===== src/rtl/mul_div_unit.sv =====
// ============================================================================
// Module   : mul_div_unit
// Brief    : Iterative MULT/MULTU/DIV/DIVU unit with architectural HI/LO
// Revision : 1.0
// ============================================================================
`default_nettype none

module mul_div_unit #(
    parameter int DATA_WIDTH = 32
) (
    input  logic                  clk,
    input  logic                  rst,
    input  logic                  start,
    input  logic [1:0]            op,
    input  logic [DATA_WIDTH-1:0] src_a,
    input  logic [DATA_WIDTH-1:0] src_b,
    input  logic                  hi_wen,
    input  logic                  lo_wen,
    input  logic [DATA_WIDTH-1:0] wdata,
    output logic                  busy,
    output logic                  done,
    output logic [DATA_WIDTH-1:0] hi,
    output logic [DATA_WIDTH-1:0] lo
);

    localparam int W  = DATA_WIDTH;
    localparam int CW = $clog2(DATA_WIDTH);
    localparam logic [CW-1:0] C_LAST = CW'(DATA_WIDTH - 1);

    typedef enum logic [1:0] {
        S_IDLE = 2'd0,
        S_CALC = 2'd1,
        S_SIGN = 2'd2
    } state_t;

    state_t            r_state;
    logic [CW-1:0]     r_cnt;
    logic              r_is_div;
    logic              r_neg_q;
    logic              r_neg_r;
    logic              r_div0;
    logic [W-1:0]      r_a_raw;
    logic [W-1:0]      r_opa;
    logic [2*W-1:0]    r_acc;
    logic [W-1:0]      r_rem;
    logic              r_busy;
    logic              r_done;
    logic [W-1:0]      r_hi;
    logic [W-1:0]      r_lo;

    logic              w_signed;
    logic [W-1:0]      w_abs_a;
    logic [W-1:0]      w_abs_b;
    logic [W:0]        w_mul_sum;
    logic [2*W-1:0]    w_mul_next;
    logic [W:0]        w_div_shift;
    logic [W:0]        w_div_diff;
    logic              w_div_ok;
    logic [2*W-1:0]    w_prod_fix;
    logic [W-1:0]      w_quo_fix;
    logic [W-1:0]      w_rem_fix;

    assign w_signed = ~op[0];
    assign w_abs_a  = (w_signed && src_a[W-1]) ? -src_a : src_a;
    assign w_abs_b  = (w_signed && src_b[W-1]) ? -src_b : src_b;

    // Multiply: r_acc holds {partial product, remaining multiplier bits}.
    assign w_mul_sum  = {1'b0, r_acc[2*W-1:W]} + {1'b0, (r_acc[0] ? r_opa : {W{1'b0}})};
    assign w_mul_next = {w_mul_sum, r_acc[W-1:1]};

    // Divide: r_acc[W-1:0] shifts dividend bits out and quotient bits in.
    // The remainder stays below the divisor, so W stored bits suffice;
    // the shifted trial value needs W+1.
    assign w_div_shift = {r_rem, r_acc[W-1]};
    assign w_div_diff  = w_div_shift - {1'b0, r_opa};
    assign w_div_ok    = ~w_div_diff[W];

    assign w_prod_fix = r_neg_q ? -r_acc : r_acc;
    assign w_quo_fix  = r_neg_q ? -r_acc[W-1:0] : r_acc[W-1:0];
    assign w_rem_fix  = r_neg_r ? -r_rem : r_rem;

    always_ff @(posedge clk or negedge rst) begin
        if (!rst) begin
            r_state  <= S_IDLE;
            r_cnt    <= '0;
            r_is_div <= 1'b0;
            r_neg_q  <= 1'b0;
            r_neg_r  <= 1'b0;
            r_div0   <= 1'b0;
            r_a_raw  <= '0;
            r_opa    <= '0;
            r_acc    <= '0;
            r_rem    <= '0;
            r_busy   <= 1'b0;
            r_done   <= 1'b0;
            r_hi     <= '0;
            r_lo     <= '0;
        end else begin
            r_done <= 1'b0;
            case (r_state)
                S_IDLE: begin
                    if (hi_wen) r_hi <= wdata;
                    if (lo_wen) r_lo <= wdata;
                    if (start) begin
                        r_state  <= S_CALC;
                        r_busy   <= 1'b1;
                        r_cnt    <= '0;
                        r_is_div <= op[1];
                        r_a_raw  <= src_a;
                        r_div0   <= (src_b == '0);
                        r_neg_q  <= w_signed & (src_a[W-1] ^ src_b[W-1]);
                        r_neg_r  <= w_signed & src_a[W-1];
                        r_rem    <= '0;
                        if (op[1]) begin
                            r_opa <= w_abs_b;
                            r_acc <= {{W{1'b0}}, w_abs_a};
                        end else begin
                            r_opa <= w_abs_a;
                            r_acc <= {{W{1'b0}}, w_abs_b};
                        end
                    end
                end
                S_CALC: begin
                    if (r_is_div) begin
                        r_acc <= {r_acc[2*W-1:W], r_acc[W-2:0], w_div_ok};
                        r_rem <= w_div_ok ? w_div_diff[W-1:0] : w_div_shift[W-1:0];
                    end else begin
                        r_acc <= w_mul_next;
                    end
                    r_cnt <= r_cnt + CW'(1);
                    if (r_cnt == C_LAST) r_state <= S_SIGN;
                end
                S_SIGN: begin
                    if (!r_is_div) begin
                        {r_hi, r_lo} <= w_prod_fix;
                    end else if (r_div0) begin
                        r_lo <= '1;
                        r_hi <= r_a_raw;
                    end else begin
                        r_lo <= w_quo_fix;
                        r_hi <= w_rem_fix;
                    end
                    r_done  <= 1'b1;
                    r_busy  <= 1'b0;
                    r_state <= S_IDLE;
                end
                default: begin
                    r_state <= S_IDLE;
                    r_busy  <= 1'b0;
                end
            endcase
        end
    end

    assign busy = r_busy;
    assign done = r_done;
    assign hi   = r_hi;
    assign lo   = r_lo;

endmodule

`default_nettype wire


===== config.mk =====
export PLATFORM = sky130hd
export DESIGN_NAME = mul_div_unit
export DESIGN_NICKNAME = d
export VERILOG_FILES = /design/src/rtl/mul_div_unit.sv
export SDC_FILE = /design/constraint.sdc
export NUM_CORES = 1
export LEC_CHECK = 0
export ABC_AREA = 1
export CORE_MARGIN = 4
export CORE_UTILIZATION = 55
export CTS_CLUSTER_DIAMETER = 200
export CTS_CLUSTER_SIZE = 16
export DETAILED_ROUTE_END_ITERATION = 8
export GPL_ROUTABILITY_DRIVEN = 0
export PLACE_DENSITY = 0.76
export SKIP_CTS_REPAIR_TIMING = 1
export SYNTH_ARGS = -nofsm -noshare
export SYNTH_HDL_FRONTEND = slang
export SYNTH_SLANG_ARGS = --single-unit

===== constraint.sdc =====
create_clock -name clk -period 8.05 [get_ports clk]
set_clock_uncertainty 0.2 [all_clocks]
set_input_delay 0.805 -clock clk [delete_from_list [all_inputs] [get_ports clk]]
set_output_delay 0.805 -clock clk [all_outputs]
set_load 0.05 [all_outputs]

==> flow_summary.yaml, run 1 <==
run_status:
  outcome: "finished, violations left"
  violations: "design-rule violations"
pwr:
  p_per_area_mw_per_mm2: 483
  irDropWorstVdd_mv: 0.242
  p_leak_nw: 10.8
sta:
  hold_viol: 0
  fmax_ghz: 0.274
  setup_ws_ps: 4410
  finalCriticalPeriod_ps: 3640
  relSlewSlack: 0.222
  fin_crit_sh: 0.453
  slew_viol_final: 0
  worst_pin_slew_ps: 1160
  tns_ps: 0
  finalSetupViolations: 0
  rsz0062_at_grt: "false"
synth:
  synth-simple-area-share: 0.368
  syn_nets: 3457
  synth_area_leaders: "dfrtp_1 (29%), nand2_1 (18%), nor2_1 (8.5%)"
  synth_edf_count: 0
  synth_top_family_by_area: "simple AND/OR/NAND/NOR gates"
  synth_common_cells: "nand2_1 (963), nor2_1 (464), inv_1 (318)"
  synthAdderAreaFrac: 0.0449
  synthArstFlopShare: 1.00
  netlist_area_mm2: 0.0204
  synth-seq-area-share: 0.291
  yosysTopAreaCell: "dfrtp_1"
  synth_area_per_cell_um2: 6.22
  synth_top_area_frac: 0.291
  synth-seq-cells: 237
  yosysMostFrequentCell: "nand2_1"
  ys_warn_count: 0
  synth_compound_area_frac: 0.181
  synth_top_flop_cell: "dfrtp_1"
  synth_xor_area_frac: 0.0266
  synth.distinct_cells: 55
  synthMuxAreaShare: 0
  synth_cells: 3282
cts:
  htreeDepth: 1
  clkSlewWorstSetupHoldPaths_ps: 80
  cts_tree: "yes"
  clock_sinks: 237
  root_buffer: "clkbuf_16"
  cts_buffers: 18
  clk_path_buf_depth: 3
  clk-insertion-delay-late_ps: 520
global_routing:
  overflow: 0
  track_usage: 0.375
  grt_pass1_vias: 21800
  grt_max_degree: 136
  antenna_found_initial: 3
  grt_pass1_wl_um: 122000
floorplan:
  io_pins: 169
  die_w_um: 201
  core_area_mm2: 0.0366
  die_area_mm2: 0.0403
  rows: 70
  die_h_um: 201
  initial_core_util: 0.557
route:
  drc: 5
  top_layer_used: "met5"
  drtPass1Iterations: 9
  dr_wl_met2_um: 33900
  wl_per_cell_um: 20.8
  wl_um: 79900
  first_iter_violations: 3425
  drtAntennaViolNets: 0
  avgViaCountPerCell: 6.21
  vias: 23800
  met1_length_um: 30300
  wl_met3_um: 10000
finish:
  n_antenna_cell: 0
  area_growth_pct: 11.5
  multi_input_area_mm2: 0.0127
  fin_util: 0.621
  fillers: 3483
  drive_above_1_share: 0.0318
  regArea_mm2: 0.00593
  nets: 3542
worst_setup_path:
  crit_arrival_ps: 3880
  reg2reg_from: "r_acc[0]"
  worstRegToRegCells: 15
  worstSetupStartpointType: "input pin"
  ff2ff_setup_slack_ps: 4710
  critPathMaxStageDelay_ps: 880
  cp_top_family: "buffers and inverters"
  critPathCaptureType: "flop"
  path_cells: "clkdlybuf4s50_1 -> buf_4 -> inv_1 -> nor2_2 -> inv_1 -> a21oi_1 -> a21oi_1 -> o21ai_0"
  path_class: "input pin to flop"
  path_buf_inv: 4
  cp_slowest_cell: "nor2_2"
  crit_required_ps: 8290
  cp_max_fo: 38
  r2r_end: "r_acc[63]"
place:
  dp_slack_ps: 4040
  portBuffers: 168
  hpwl_um: 62200
flow_run:
  drv_cap: 0
min_path:
  hold_class: "input pin to asynchronous set/reset pin"
## stage by stage
step / cell area [µm²] / hold WS (ps) / cells / power (mW)
6_report: 22800 / 150 / 3836 / 11.0
5_1_grt: 22800 / 209 / 3836 / 11.8
4_1_cts: 22800 / 189 / 3836 / 10.7
3_5_place_dp: 22300 / 266 / 3815 / 9.82
3_3_place_gp: 22300 / 266 / 3815 / 9.62
2_1_floorplan: 20400 / 248 / 3282 / 7.63
## logic make-up after synthesis
logic type / Yosys count
fa+ha+maj: 72
xor+xnor: 62
simple gates: 1815
buf+inv: 450
compound gates: 646
flops: 237
## worst max-delay path by stage
stage	from	depth (start not counted)	to	slack (ps)
finish	op[1]	8	r_opa[16]	4410
global route	op[1]	8	r_opa[16]	4290
CTS	op[1]	8	r_opa[16]	4560
detailed placement	op[1]	8	r_opa[16]	4040
global placement	op[1]	8	r_opa[16]	4060
floorplan	r_acc[0]	15	r_acc[53]	5400
## cell type report
cell class                 count  area share
multi-input combinational   2595       0.558
sequential                   237       0.261
timing repair buffer         187      0.0810
inverter                     328      0.0541
tap                          468      0.0257
clock buffer                  19      0.0200
clock inverter                 2    0.000935
## report_power, final
part / leakage [nW] / internal, mW / switching (mW)
clock network: 0.234 / 0.404 / 0.455
registers: 2.83 / 1.78 / 0.829
logic: 7.74 / 2.39 / 5.13
## flip-flops by register name, summed over array words and instances (netlist names), 2 cells and up
register,count
r_a_raw,32
hi,32
r_state,2
r_opa,32
r_acc,64
lo,32
r_cnt,5
r_rem,32
## worst reg2reg max path, stage by stage (launching register included)
cell and delay [ps]:
dfrtp_1 550, buf_4 350, nand2_1 90, inv_1 70
ha_1 150, inv_1 50, fa_1 400, o21ai_1 280
a21oi_1 200, o21ai_1 340, nand3_1 130, nand2_1 160
nand2_1 80, nand2_1 60, nand2_1 40, o21ai_0 90
## per-layer routing
layer | vias to the layer above | global-route usage
met5 | - | 0
met4 | 6 | 0.198
met3 | 313 | 0.0611
met2 | 1721 | 0.573
met1 | 10800 | 0.513
li1 | 10900 | -
## cells in the final DEF (no fill, tap or decap), types with 18 or more instances in the layout
| master | netlist | layout |
|---|---|---|
| a221oi_1 | 32 | 32 |
| clkbuf_16 | 0 | 18 |
| nor3_1 | 23 | 23 |
| inv_1 | 318 | 317 |
| nand3_1 | 262 | 262 |
| nor2_1 | 464 | 458 |
| dfrtp_1 | 237 | 236 |
| o21ai_1 | 21 | 19 |
| a21oi_1 | 267 | 267 |
| xor2_1 | 47 | 47 |
| o21ai_0 | 205 | 205 |
| o211ai_1 | 21 | 21 |
| a22oi_1 | 21 | 21 |
| ha_1 | 70 | 70 |
| nand4_1 | 33 | 33 |
| nand2_1 | 963 | 962 |
| buf_4 | 3 | 18 |
| nand3b_1 | 24 | 24 |
| clkdlybuf4s50_1 | 0 | 167 |
Power figures use the tool's default switching activity.
==> run 2, diff against run 1 <==
Settings changed: CORE_UTILIZATION 55 to 54, PLACE_DENSITY 0.76 to 0.78.
Clock period 8.05 ns to 3.35 ns, I/O delays scaled along.
==> run 2 against run 1 <==
- the flow now finishes without violations
- clock power up 140%
- critical path depth up 7
- worst setup slack worse by 4000 ps
- clock-buffer cell count up 1
- die area up 1.8%
- routed wire length up 1.9%
==> flow_summary.yaml, run 2 (synthesis results as in run 1) <==
run_status:
  outcome: "complete, no violations"
finish:
  fin_util: 0.625
  fin_area_mm2: 0.0231
  layout_common_cells: "nand2_1 (962), nor2_1 (458), inv_1 (318), a21oi_1 (267), nand3_1 (262)"
  n_antenna_cell: 0
  nets: 3578
  largest-register: "r_acc"
  layout_commonest_cell: "nand2_1"
  drive_above_1_share: 0.0417
  area_growth_pct: 13.1
  largest_register_ffs: 64
  fin_cells: 3908
floorplan:
  die_h_um: 202
  core_area_mm2: 0.0370
  initial_core_util: 0.552
  rows: 70
  die_area_mm2: 0.0410
  io_pins: 169
  die_w_um: 202
global_routing:
  grt_pass1_wl_um: 123000
  grt_pass1_vias: 22300
  antenna_found_initial: 0
  track_usage: 0.377
  overflow: 0
  grt_max_degree: 81
pwr:
  p_leak_nw: 11.0
  pwr-share-clk: 0.078
  switching_share: 0.580
  p_int_mw: 11.2
  p_total_mw: 26.8
  power_switching_mw: 15.5
  irDropWorstVdd_mv: 0.555
  seq_power_share: 0.231
  power_frac_comb: 0.691
  p_per_area_mw_per_mm2: 1160
worst_setup_path:
  cp_max_fo: 32
  critPathMaxStageDelay_ps: 460
  path_cells: "inv_1 -> ha_1 -> fa_1 -> o21ai_2 -> nand2_2 -> nand2_2 -> nand2_1 -> nand2_2 -> nand2_2 -> nand2_2 -> nand2_1 -> nand2_4 -> nand2_1 -> nand3_1 -> nand2_1"
  path_class: "flop to flop"
  crit_arrival_ps: 3170
  crit_required_ps: 3550
  critPathCaptureType: "flop"
  cpMostUsedCell: "nand2_2"
  cp_slowest_cell: "dfrtp_1"
  worstSetupStartpointType: "flop"
sta:
  setup_ws_ps: 382
  fmax_ghz: 0.337
  finalSetupViolations: 0
  holdWs_ps: 173
  rsz0062_at_grt: "false"
  relSlewSlack: 0.282
  tns_ps: 0
  worst_pin_slew_ps: 1080
  finalCriticalPeriod_ps: 2970
  fin_crit_sh: 0.886
  slew_viol_final: 0
  hold_viol: 0
cts:
  clk_path_buf_depth: 3
  clk-insertion-delay-late_ps: 530
  root_buffer: "clkbuf_16"
  clock_sinks: 237
  htreeDepth: 1
  clkSlewWorstSetupHoldPaths_ps: 70
  cts_tree: "yes"
  cts_buffers: 18
route:
  first_iter_violations: 3318
  avgViaCountPerCell: 6.19
  drc: 0
  wl_per_cell_um: 20.8
  wl_um: 81400
  drtAntennaViolNets: 0
  drtPass1Iterations: 9
  vias: 24200
place:
  hpwl_um: 64100
  portBuffers: 168
  placed_cells: 3886
  dp_slack_ps: 413
  placed_cell_area_mm2: 0.0226
min_path:
  hold_class: "input pin to asynchronous set/reset pin"
flow_run:
  drv_cap: 0
==> run 2: cell count changes in the layout (fill, tap and decap cells not counted) <==
| cell | before | now |
|---|---|---|
| clkinv_1 | 4 | 3 |
| buf_12 | 1 | 2 |
| clkbuf_16 | 18 | 19 |
| dlygate4sd3_1 | 0 | 1 |
| clkinv_8 | 1 | 0 |
| buf_4 | 18 | 52 |
| inv_1 | 317 | 318 |
==> run 2: power by group through the flow <==
stage | registers, mW | clock network, mW | logic, mW
2_1_floorplan | 6.60 | 0 | 11.7
3_3_place_gp | 6.02 | 0 | 17.3
3_5_place_dp | 6.07 | 0 | 17.7
4_1_cts | 6.02 | 2.10 | 17.8
5_1_grt | 6.25 | 2.19 | 20.1
6_report | 6.18 | 2.10 | 18.5
==> run 2: worst paths after layout <==
check / start / endpoint / slack, ps / cells after the start
max: r_acc[31] / r_rem[0] / 380 / 15
min: rst / r_acc[55] / 170 / 2
max reg2reg: r_acc[31] / r_rem[0] / 380 / 15
min reg2reg: busy / busy / 290 / 2
max in group asynchronous: rst / r_a_raw[26] / 1930 / 3
min in group clk: busy / busy / 290 / 2
==> run 2: cell type report <==
class,instances,area (µm²)
timing repair buffer,223,2130
multi-input combinational,2595,12700
sequential,237,5930
clock buffer,20,479
clock inverter,1,5.00
tap,504,631
fill,3439,13900
inverter,328,1230
==> run 2: routing by layer <==
layer	up-vias	GRT usage	part of all wire
met5	-	0	0
met4	0	0.213	0.076
li1	11000	-	-
met2	1852	0.577	0.42
met3	385	0.0963	0.14
met1	10900	0.487	0.36
==> run 2: critical path, delay by kind of cell, from the launching register on <==
| family | cells | cell delay [ps] |
|---|---|---|
| flops | 1 | 460 |
| simple gates | 11 | 1180 |
| compound gates | 1 | 270 |
| fa+ha+maj | 2 | 640 |
| buf+inv | 1 | 100 |
